==> config.mk <==
export PLATFORM = sky130hd
export DESIGN_NAME = ifmap_mem_ctrl
export DESIGN_NICKNAME = d
export VERILOG_FILES = /design/src/rtl/ifmap_mem_ctrl.sv
export SDC_FILE = /design/constraint.sdc
export NUM_CORES = 2
export LEC_CHECK = 0
export CAP_MARGIN = 20
export CORE_MARGIN = 10
export CORE_UTILIZATION = 60
export DETAILED_ROUTE_END_ITERATION = 12
export PLACE_DENSITY_LB_ADDON = 0.25
export REMOVE_ABC_BUFFERS = 1
export SYNTH_ARGS = -nofsm -noshare
export SYNTH_HDL_FRONTEND = slang
export SYNTH_SLANG_ARGS = --single-unit
==> constraint.sdc <==
create_clock -name clk -period 4.95 [get_ports clk]
set_input_delay 0.99 -clock clk [delete_from_list [all_inputs] [get_ports clk]]
set_output_delay 0.99 -clock clk [all_outputs]
set_load 0.01 [all_outputs]
==> src/rtl/ifmap_mem_ctrl.sv <==
// IFMAP spike memory: stores NUM_TS timesteps of a 1-bit ifmap, loaded beat by beat,
// and serves rows to NUM_PE PEs as NoC packets {dest, opcode, data}.
module ifmap_mem_ctrl #(
    parameter int unsigned IFMAP_SIZE = 25,
    parameter int unsigned NUM_TS     = 2,
    parameter int unsigned NUM_PE     = 5,
    parameter int unsigned PE_BASE    = 5,
    parameter int unsigned ADDR_W     = 4,
    parameter int unsigned OP_W       = 4,
    parameter int unsigned PKT_W      = ADDR_W + OP_W + IFMAP_SIZE,
    parameter int unsigned PIX_W      = $clog2(IFMAP_SIZE * IFMAP_SIZE),
    parameter int unsigned TS_W       = (NUM_TS > 1) ? $clog2(NUM_TS) : 1
) (
    input  logic             clk,
    input  logic             rst_n,
    input  logic             load_start,
    input  logic             ld_valid,
    output logic             ld_ready,
    input  logic [TS_W-1:0]  ld_ts,
    input  logic [PIX_W-1:0] ld_addr,
    input  logic             ld_data,
    output logic             loaded,
    input  logic             in_valid,
    output logic             in_ready,
    input  logic [PKT_W-1:0] in_pkt,
    output logic             out_valid,
    input  logic             out_ready,
    output logic [PKT_W-1:0] out_pkt,
    output logic [TS_W-1:0]  cur_ts,
    output logic             err_ts
);

    localparam int unsigned NPIX  = IFMAP_SIZE * IFMAP_SIZE;
    localparam int unsigned TOTAL = NUM_TS * NPIX;
    localparam int unsigned CNT_W = $clog2(TOTAL + 1);
    localparam int unsigned PTR_W = $clog2(IFMAP_SIZE + NUM_PE + 1);
    localparam int unsigned PE_W  = (NUM_PE > 1) ? $clog2(NUM_PE) : 1;
    localparam int unsigned ROW_W = (IFMAP_SIZE > 1) ? $clog2(IFMAP_SIZE) : 1;

    localparam logic [OP_W-1:0] OpWeightsDone = OP_W'(0);
    localparam logic [OP_W-1:0] OpPpeInput    = OP_W'(1);
    localparam logic [OP_W-1:0] OpRowsExh     = OP_W'(2);
    localparam logic [OP_W-1:0] OpTsDone      = OP_W'(15);

    typedef enum logic [1:0] {StIdle, StLoad, StBcast, StReply} state_e;

    state_e               r_state, w_state_nxt;
    logic                 r_loaded;
    logic [CNT_W-1:0]     r_count;
    logic [TS_W-1:0]      r_cur_ts;
    logic                 r_err_ts;
    logic [PTR_W-1:0]     r_ptr [NUM_PE];
    logic [PE_W-1:0]      r_bidx;
    logic                 r_out_valid;
    logic [PKT_W-1:0]     r_out_pkt;
    logic [IFMAP_SIZE-1:0] r_mem [NUM_TS][IFMAP_SIZE];

    logic            w_ld_hs, w_in_hs, w_out_hs, w_is_req, w_ts_last, w_last_beat, w_bcast_last;
    logic [OP_W-1:0] w_op;
    logic [31:0]     w_op_u, w_pix;
    logic [PE_W-1:0] w_req_pe;
    logic [ROW_W-1:0] w_row, w_col;
    logic [TS_W-1:0] w_ts_inc;
    logic            w_unused;

    assign w_ld_hs      = ld_valid & ld_ready;
    assign w_in_hs      = in_valid & in_ready;
    assign w_out_hs     = r_out_valid & out_ready;
    assign w_op         = in_pkt[IFMAP_SIZE +: OP_W];
    assign w_op_u       = 32'(w_op);
    assign w_is_req     = (w_op_u >= PE_BASE) && (w_op_u < PE_BASE + NUM_PE);
    assign w_req_pe     = PE_W'(w_op_u - PE_BASE);
    assign w_ts_last    = (32'(r_cur_ts) == NUM_TS - 1);
    assign w_ts_inc     = r_cur_ts + TS_W'(1);
    assign w_last_beat  = (r_count == CNT_W'(TOTAL - 1));
    assign w_bcast_last = (32'(r_bidx) == NUM_PE - 1);
    assign w_pix        = 32'(ld_addr);
    assign w_row        = ROW_W'(w_pix / IFMAP_SIZE);
    assign w_col        = ROW_W'(w_pix % IFMAP_SIZE);
    // Dest and data of requests carry no information for this node.
    assign w_unused     = ^{in_pkt[PKT_W-1:IFMAP_SIZE+OP_W], in_pkt[IFMAP_SIZE-1:0]};

    assign ld_ready  = (r_state == StLoad);
    // load_start has priority, so a coincident request is refused.
    assign in_ready  = (r_state == StIdle) & r_loaded & ~load_start;
    assign loaded    = r_loaded;
    assign out_valid = r_out_valid;
    assign out_pkt   = r_out_pkt;
    assign cur_ts    = r_cur_ts;
    assign err_ts    = r_err_ts;

    function automatic logic [IFMAP_SIZE-1:0] row_of(input logic [TS_W-1:0] ts,
                                                     input logic [ROW_W-1:0] r);
        return r_mem[ts][r];
    endfunction

    function automatic logic [PKT_W-1:0] mk_pkt(input int unsigned dest,
                                                 input logic [OP_W-1:0] op,
                                                 input logic [IFMAP_SIZE-1:0] data);
        return {ADDR_W'(dest), op, data};
    endfunction

    // Next-state logic.
    always_comb begin
        w_state_nxt = r_state;
        unique case (r_state)
            StIdle: begin
                if (load_start) begin
                    w_state_nxt = StLoad;
                end else if (w_in_hs) begin
                    if (w_op == OpWeightsDone) begin
                        w_state_nxt = StBcast;
                    end else if (w_op == OpTsDone) begin
                        if (!w_ts_last) w_state_nxt = StBcast;
                    end else if (w_is_req) begin
                        w_state_nxt = StReply;
                    end
                end
            end
            StLoad:  if (w_ld_hs && w_last_beat) w_state_nxt = StIdle;
            StBcast: if (w_out_hs && w_bcast_last) w_state_nxt = StIdle;
            StReply: if (w_out_hs) w_state_nxt = StIdle;
            default: w_state_nxt = StIdle;
        endcase
    end

    // State, load counter, row pointers and the registered reply packet.
    always_ff @(posedge clk or negedge rst_n) begin
        if (!rst_n) begin
            r_state     <= StIdle;
            r_loaded    <= 1'b0;
            r_count     <= '0;
            r_cur_ts    <= '0;
            r_err_ts    <= 1'b0;
            r_bidx      <= '0;
            r_out_valid <= 1'b0;
            r_out_pkt   <= '0;
            for (int k = 0; k < NUM_PE; k++) r_ptr[k] <= '0;
        end else begin
            r_state <= w_state_nxt;
            case (r_state)
                StIdle: begin
                    if (load_start) begin
                        r_loaded <= 1'b0;
                        r_count  <= '0;
                    end else if (w_in_hs) begin
                        if (w_op == OpWeightsDone ||
                            (w_op == OpTsDone && !w_ts_last)) begin
                            for (int k = 0; k < NUM_PE; k++) r_ptr[k] <= PTR_W'(k);
                            r_bidx      <= '0;
                            r_out_valid <= 1'b1;
                            if (w_op == OpTsDone) begin
                                r_cur_ts  <= w_ts_inc;
                                r_out_pkt <= mk_pkt(PE_BASE, OpPpeInput, row_of(w_ts_inc, '0));
                            end else begin
                                r_out_pkt <= mk_pkt(PE_BASE, OpPpeInput, row_of(r_cur_ts, '0));
                            end
                        end else if (w_op == OpTsDone) begin
                            r_err_ts <= 1'b1;
                        end else if (w_is_req) begin
                            r_out_valid <= 1'b1;
                            if (32'(r_ptr[w_req_pe]) < IFMAP_SIZE) begin
                                r_out_pkt <= mk_pkt(PE_BASE + 32'(w_req_pe), OpPpeInput,
                                                    row_of(r_cur_ts, ROW_W'(r_ptr[w_req_pe])));
                                r_ptr[w_req_pe] <= r_ptr[w_req_pe] + PTR_W'(NUM_PE);
                            end else begin
                                r_out_pkt <= mk_pkt(PE_BASE + 32'(w_req_pe), OpRowsExh, '0);
                            end
                        end
                    end
                end
                StLoad: begin
                    if (w_ld_hs) begin
                        r_count <= r_count + CNT_W'(1);
                        if (w_last_beat) r_loaded <= 1'b1;
                    end
                end
                StBcast: begin
                    if (w_out_hs) begin
                        r_ptr[r_bidx] <= PTR_W'(32'(r_bidx) + NUM_PE);
                        if (w_bcast_last) begin
                            r_out_valid <= 1'b0;
                        end else begin
                            r_bidx    <= r_bidx + PE_W'(1);
                            r_out_pkt <= mk_pkt(PE_BASE + 32'(r_bidx) + 1, OpPpeInput,
                                                row_of(r_cur_ts, ROW_W'(32'(r_bidx) + 1)));
                        end
                    end
                end
                StReply: if (w_out_hs) r_out_valid <= 1'b0;
                default: ;
            endcase
        end
    end

    // Spike storage write port; out-of-range beats are counted but dropped.
    always_ff @(posedge clk) begin
        if (w_ld_hs && (32'(ld_ts) < NUM_TS) && (w_pix < NPIX)) begin
            r_mem[ld_ts][w_row][w_col] <= ld_data;
        end
    end

endmodule
---- After elaboration in Yosys (flattened, before gate mapping) ----
Memory sizes are Yosys's and may differ from the RTL's.
Index checks and enable logic that the tools add are counted.
operators by class
  add/subtract/negate cells ............... 9
  divide/modulo/power cells ............... 2
  magnitude comparators ................... 14
  equal/unequal tests ..................... 24
  muxes and demuxes ....................... 71
  bitwise operators ....................... 12
  reductions and logical operators ........ 25
operators by type and width
  operator                                                            count
  625-bit 2-to-1 mux                                                  1
  25-bit 2-to-1 mux                                                   13
  25-bit binary-select mux with 5-bit select                          2
  33-bit 2-to-1 mux                                                   7
  25-bit demux with 5-bit select                                      1
  33-bit one-hot mux with 2 select lines                              1
  25-bit bitwise mux                                                  2
  25-bit one-hot mux with 2 select lines                              1
  10-bit by 5-bit divider with 32-bit output (second input constant)  1
  10-bit by 5-bit modulo with 32-bit output (second input constant)   1
  5-bit demux with 3-bit select                                       2
  27-bit 2-to-1 mux                                                   1
  11-bit 2-to-1 mux                                                   2
  11-bit one-hot mux with 2 select lines                              1
  5-bit 2-to-1 mux                                                    4
  6-bit greater-or-equal comparator (second input constant)           3
  2-bit 2-to-1 mux                                                    9
  2-bit inequality test (second input constant)                       8
  5-bit binary-select mux with 3-bit select                           1
  3-bit 2-to-1 mux                                                    5
  7-bit AND reduction                                                 2
  1-bit 2-to-1 mux                                                    13
  5-bit inverter with 6-bit output                                    2
  6-bit AND reduction                                                 2
  other kinds (48)                                                    72
word-level totals
  register bits after elaboration ......... 78
  RAM bits ................................ 1,250
  word-level logic and storage cells ...... 171
  memories ................................ 1
memories
  name   depth  bits a word  rd ports  clocked after Yosys merged registers in  write ports  line  text
  r_mem  2      625          2         0                                        1            56    logic [IFMAP_SIZE-1:0] r_mem [NUM_TS][IFMAP_SIZE];

---- Longest topological paths before layout ----
  word-level depth ........................ 16
  mapped depth ............................ 32
  depth with buffers taken out ............ 25

---- Worst setup path after synthesis ----
No wires, ideal clock.
  path kind ............................... input-to-reg
  start ................................... input port ld_addr[7]
  end ..................................... memory r_mem[0][567] (netlist bit) (enable)
  arrival time ............................ 7.077 ns
  setup slack ............................. -2.446 ns
  cell stages on the path ................. 30
  buffers on the path ..................... 5
  cells stage by stage .................... buf_2 -> nor3_1 -> nor2_1 -> ha_1 -> nor2b_1 -> o221ai_1 -> a21oi_1 -> a21boi_2 -> mux2i_1 -> o22ai_1 -> nor2_2 -> xnor2_1 -> ha_1 -> nor3_1 -> mux2_2 -> a221oi_2 -> nor2_1 -> buf_2 -> xnor2_1 -> inv_1 -> ha_1 -> inv_1 -> nor4b_4 -> o21a_1 -> buf_4 -> nor2_1 -> mux2_4 -> buf_6 -> buf_6 -> nor4_2
on the way
  longest elaborated chain between the ends .. 8
ends and longest elaborated chain
  element                                                                                                                                              line  text
  start, declared                                                                                                                                      20    input logic [PIX_W-1:0] ld_addr,
  10-bit by 5-bit modulo with 32-bit output                                                                                                            79    assign w_col = ROW_W'(w_pix % IFMAP_SIZE);
  5-bit by 6-bit < comparator with 1-bit output (implied by the code) or 5-bit by 1-bit greater-or-equal comparator with 1-bit output (tied branches)  199   r_mem[ld_ts][w_row][w_col] <= ld_data;
  1-bit logical AND (implied by the code)                                                                                                              199
  1-bit 2-to-1 mux (implied by the code)                                                                                                               199
  1-bit demux with 5-bit select                                                                                                                        199
  25-bit 2-to-1 mux (implied by the code)                                                                                                              199
  25-bit demux with 5-bit select                                                                                                                       199
  625-bit 2-to-1 mux (implied by the code) (*)                                                                                                         199
  end, declared                                                                                                                                        56
Mark *: on every way between the ends. The rest lies on a longest branch, timed or not.

---- Worst setup path in the final report ----
  start ................................... input port ld_addr[6]
  end ..................................... memory r_mem[0][207] (netlist bit) (enable)
Same word-level chain as after synthesis.

==> flow_summary.html <==
<table>
<tr><th>Metric</th><th>Value</th></tr>
<tr><th colspan="2">Outcome</th></tr>
<tr><td>Run status</td><td>finished with violations</td></tr>
<tr><td>Failing checks</td><td>negative setup slack</td></tr>
<tr><th colspan="2">GRT</th></tr>
<tr><td>Global-route wire length before repair</td><td>326000 µm</td></tr>
<tr><td>Number of antenna violations at the first check in global routing</td><td>7</td></tr>
<tr><td>Vias in the first global route</td><td>50800</td></tr>
<tr><td>Pin count of the biggest net entering global routing</td><td>178</td></tr>
<tr><td>GR Util All Layers</td><td>33.3%</td></tr>
<tr><td>Congestion Overflow GR</td><td>0</td></tr>
<tr><th colspan="2">Clocking</th></tr>
<tr><td>H-Tree Level Count</td><td>4</td></tr>
<tr><td>Cell chosen for the clock root</td><td>clkbuf_16</td></tr>
<tr><td>Clock Path Buffers</td><td>3</td></tr>
<tr><td>Number of buffers created by CTS</td><td>142</td></tr>
<tr><td>Clock-pin slew of the registers on the worst-case setup and hold paths</td><td>0.06 ns</td></tr>
<tr><td>CTS tree</td><td>built</td></tr>
<tr><td>Sink Count</td><td>1326</td></tr>
<tr><td>Later-pin clock latency in the skew report</td><td>0.80 ns</td></tr>
<tr><th colspan="2">Placement</th></tr>
<tr><td>Inst Count DP</td><td>6527</td></tr>
<tr><td>Post-Place Worst Slack</td><td>-2.35 ns</td></tr>
<tr><td>Port Buffers</td><td>58</td></tr>
<tr><td>DP HPWL</td><td>125000 µm</td></tr>
<tr><td>Final RePlAce weighted congestion</td><td>0.903</td></tr>
<tr><th colspan="2">Synthesis</th></tr>
<tr><td>Number of distinct library cells after synthesis</td><td>83</td></tr>
<tr><td>Asr flop ratio synth</td><td>5.73%</td></tr>
<tr><td>Number of warnings reported in the yosys synthesis log</td><td>0</td></tr>
<tr><td>Part of the Yosys area used for sequential elements</td><td>57.2%</td></tr>
<tr><td>Number of enable flip-flop cells after synthesis</td><td>1250</td></tr>
<tr><td>Most used DFF post-synth</td><td>edfxtp_1</td></tr>
<tr><td>Total of flip-flops plus latches after synthesis</td><td>1326</td></tr>
<tr><td>Average cell area after synthesis</td><td>13.9 µm²</td></tr>
<tr><td>Post-synthesis instance total</td><td>4973</td></tr>
<tr><td>Netlist Area Pre-Place</td><td>69000 µm²</td></tr>
<tr><th colspan="2">Layout</th></tr>
<tr><td>Commonest cells after routing, fill and taps aside</td><td>edfxtp_1, nor3_1, mux4_2, buf_4, nor2_1</td></tr>
<tr><td>Signed area change from the synthesized netlist to the final layout</td><td>28.5%</td></tr>
<tr><td>Share of cells above drive strength 1</td><td>39.2%</td></tr>
<tr><td>Count of placed standard cells in the final layout, fillers left out</td><td>6967</td></tr>
<tr><td>Final core occ</td><td>77.6%</td></tr>
<tr><td>Leading cell type in the layout, fill and taps excluded</td><td>edfxtp_1</td></tr>
<tr><td># nets final</td><td>5406</td></tr>
<tr><th colspan="2">Power</th></tr>
<tr><td>Cell area power density</td><td>566 nW/µm²</td></tr>
<tr><td>Leakage</td><td>29.8 nW</td></tr>
<tr><td>IR drop worst, VDD</td><td>502 µV</td></tr>
<tr><th colspan="2">STA</th></tr>
<tr><td>Worst slack on hold paths</td><td>0.370 ns</td></tr>
<tr><td>Max Freq</td><td>0.163 GHz</td></tr>
<tr><td>Fin. max-slew vios</td><td>0</td></tr>
<tr><td>Final worst-path setup slack</td><td>-1.17 ns</td></tr>
<tr><td>Max transition margin</td><td>18.7%</td></tr>
<tr><td>Clock tree skew after final layout</td><td>0.0329 ns</td></tr>
<tr><td>Transition time at the pin with the least slew margin</td><td>1.22 ns</td></tr>
<tr><td>RSZ-0062 raised after global routing</td><td>true</td></tr>
<tr><td>Portion of the clock cycle consumed by the worst path in the final layout</td><td>124%</td></tr>
<tr><td>Post-layout minimum cycle time</td><td>6.12 ns</td></tr>
<tr><td>Final setup violation count</td><td>1250</td></tr>
<tr><td>Number of hold-slack violations in the final timing report</td><td>0</td></tr>
<tr><th colspan="2">Worst setup path</th></tr>
<tr><td>Category of the worst setup path launch point</td><td>primary input</td></tr>
<tr><td>Required time of the worst setup path</td><td>5.39 ns</td></tr>
<tr><td>Highest fanout seen on the critical path</td><td>16</td></tr>
<tr><td>Kind of end point of the critical path</td><td>flip-flop</td></tr>
<tr><td>CP max stage delay</td><td>0.44 ns</td></tr>
<tr><td>Worst Path Arrival</td><td>6.56 ns</td></tr>
<tr><td>CP dominant cell by count</td><td>nor2_4</td></tr>
<tr><td>Highest-delay cell along the critical path</td><td>nor4_4</td></tr>
<tr><td>Start-to-end type of the worst setup path</td><td>in2reg</td></tr>
<tr><td>Buffers and inverters on the worst path</td><td>8</td></tr>
<tr><td>Cell family with most CP delay</td><td>compound AO/OA/AOI/OAI gates</td></tr>
<tr><th colspan="2">Floorplan</th></tr>
<tr><td>Placeable core area</td><td>114000 µm²</td></tr>
<tr><td>Overall die area</td><td>129000 µm²</td></tr>
<tr><td>Placement Rows</td><td>124</td></tr>
<tr><td>Chip Height</td><td>359 µm</td></tr>
<tr><td>Initial core utilization</td><td>60.4%</td></tr>
<tr><td>Top Ports</td><td>90</td></tr>
<tr><td>Die width</td><td>359 µm</td></tr>
<tr><th colspan="2">Routing</th></tr>
<tr><td>DRC violation count after routing</td><td>0</td></tr>
<tr><td>First-pass DRT Iterations</td><td>8</td></tr>
<tr><td>Detail-routed net length per standard cell</td><td>35.8 µm</td></tr>
<tr><td>Total length of routed wires</td><td>250000 µm</td></tr>
<tr><td>Routed Antenna Nets</td><td>0</td></tr>
<tr><td>Via density per instance</td><td>7.76</td></tr>
<tr><td>Detailed router's first-iteration violation count</td><td>8743</td></tr>
<tr><td>Total number of vias</td><td>54000</td></tr>
<tr><th colspan="2">Hold path</th></tr>
<tr><td>Worst hold path type</td><td>in2async</td></tr>
<tr><th colspan="2">Job</th></tr>
<tr><td>Maximum capacitance violations</td><td>0</td></tr>
</table>
report_power, final:
part	internal (W)	switching (W)	total (W)
clock network	0.00581	0.00467	0.0105
logic	0.0111	0.0158	0.0269
registers	0.0125	0.000270	0.0128
path summary, 6_finish.rpt:
| kind | slack, ns | end | start | depth (start not counted) |
|---|---|---|---|---|
| hold reg to reg | 0.48 | out_pkt[18]$_DFFE_PN0P_ | out_pkt[18]$_DFFE_PN0P_ | 2 |
| min in group clk | 0.48 | out_pkt[18]$_DFFE_PN0P_ | out_pkt[18]$_DFFE_PN0P_ | 2 |
| setup reg to reg | 0.80 | out_pkt[14]$_DFFE_PN0P_ | r_bidx[0]$_DFFE_PN0P_ | 7 |
| setup / recovery | -1.17 | r_mem[0][207]$_DFFE_PP_ | ld_addr[6] | 31 |
| hold / removal | 0.37 | r_count[6]$_DFFE_PN0P_ | rst_n | 1 |
| max in group asynchronous | 3.58 | r_ptr[24]$_DFFE_PN0P_ | rst_n | 2 |
sequential cells by signal (all words and copies together) (netlist names), 2 cells and up:
register,count
r_mem,1250
r_state,2
r_bidx,3
r_ptr,25
r_count,11
out_pkt,31
stage by stage:
| stage | total power [W] | instance area (µm²) | TNS, ns |
|---|---|---|---|
| floorplan | 0.0218 | 66500 | - |
| global placement | 0.0296 | 75300 | -2653.66 |
| detailed placement | 0.0299 | 75300 | -2725.47 |
| CTS | 0.0439 | 83200 | -894.87 |
| global route | 0.0510 | 88600 | -1449.13 |
| finish | 0.0502 | 88600 | -1169.35 |
cells in the mapped netlist, drive strengths merged, types with 6 or more instances:
cell	count	area, µm²
and2	14	87.6
buf	211	1070
ha	19	238
nor2	311	1170
nor3	850	4270
o21a	14	105
o21ai	64	328
a221oi	29	267
clkbuf	380	1430
o31ai	27	203
nand4	6	37.5
a31oi	22	138
xnor2	21	184
nor4	257	2130
nand2b	10	62.6
edfxtp	1250	37500
nand3	36	180
xor2	15	131
mux4	507	11400
mux2	38	432
or2	9	56.3
and3	11	68.8
nand3b	15	113
mux2i	237	2380
inv	29	109
dfrtp	76	1900
a211oi	48	360
nand2	222	833
o22ai	32	200
a21oi	75	379
nor2b	9	56.3
o221ai	50	438
o211ai	17	128
repair_timing:
action,4_1_cts,5_1_grt
pin swaps,48,174
setup buffers,36,39
cloned,52,55
gates resized for setup,345,679
endpoints found under the setup margin,1250,1250
hold buffers,0,0
worst register-to-register path: stages (launching register included):
cell	delay, ns
dfrtp_2	0.45
buf_4	0.66
nand2_2	0.93
o221ai_1	0.61
o22ai_1	0.14
nor3_1	0.88
a211oi_1	0.13
o31ai_1	0.24
per-layer routing:
metal / vias to the layer above / wire, µm / part of all wire [%] / track usage (%)
li1: 20800 / - / - / -
met1: 26500 / 78400 / 31 / 42.7
met2: 5362 / 115000 / 46 / 52.1
met3: 1347 / 37300 / 15 / 8.55
met4: 4 / 18800 / 7.5 / 17.7
met5: - / 21 / 0.0084 / 0
area by class of cell:
cell class,instances,area (µm²)
clock buffer,193,3820
fill,5939,25600
sequential,1326,39400
multi-input combinational,3034,32400
clock inverter,65,581
timing repair buffer,801,10300
inverter,31,121
tap,1512,1890
antenna,5,12.5
cell families (layout without fill, tap and decap cells):
logic type	count (synthesis)	after routing	share of synthesized area [%]
mux	782	788	20.6
simple gates	1767	1769	13.4
flops	1326	1326	57.2
other cells	1	7	0.00544
fa+ha+maj	20	20	0.359
xor+xnor	36	36	0.457
buf+inv	622	1090	3.79
compound gates	419	419	4.22
Power figures use the tool's default switching activity.
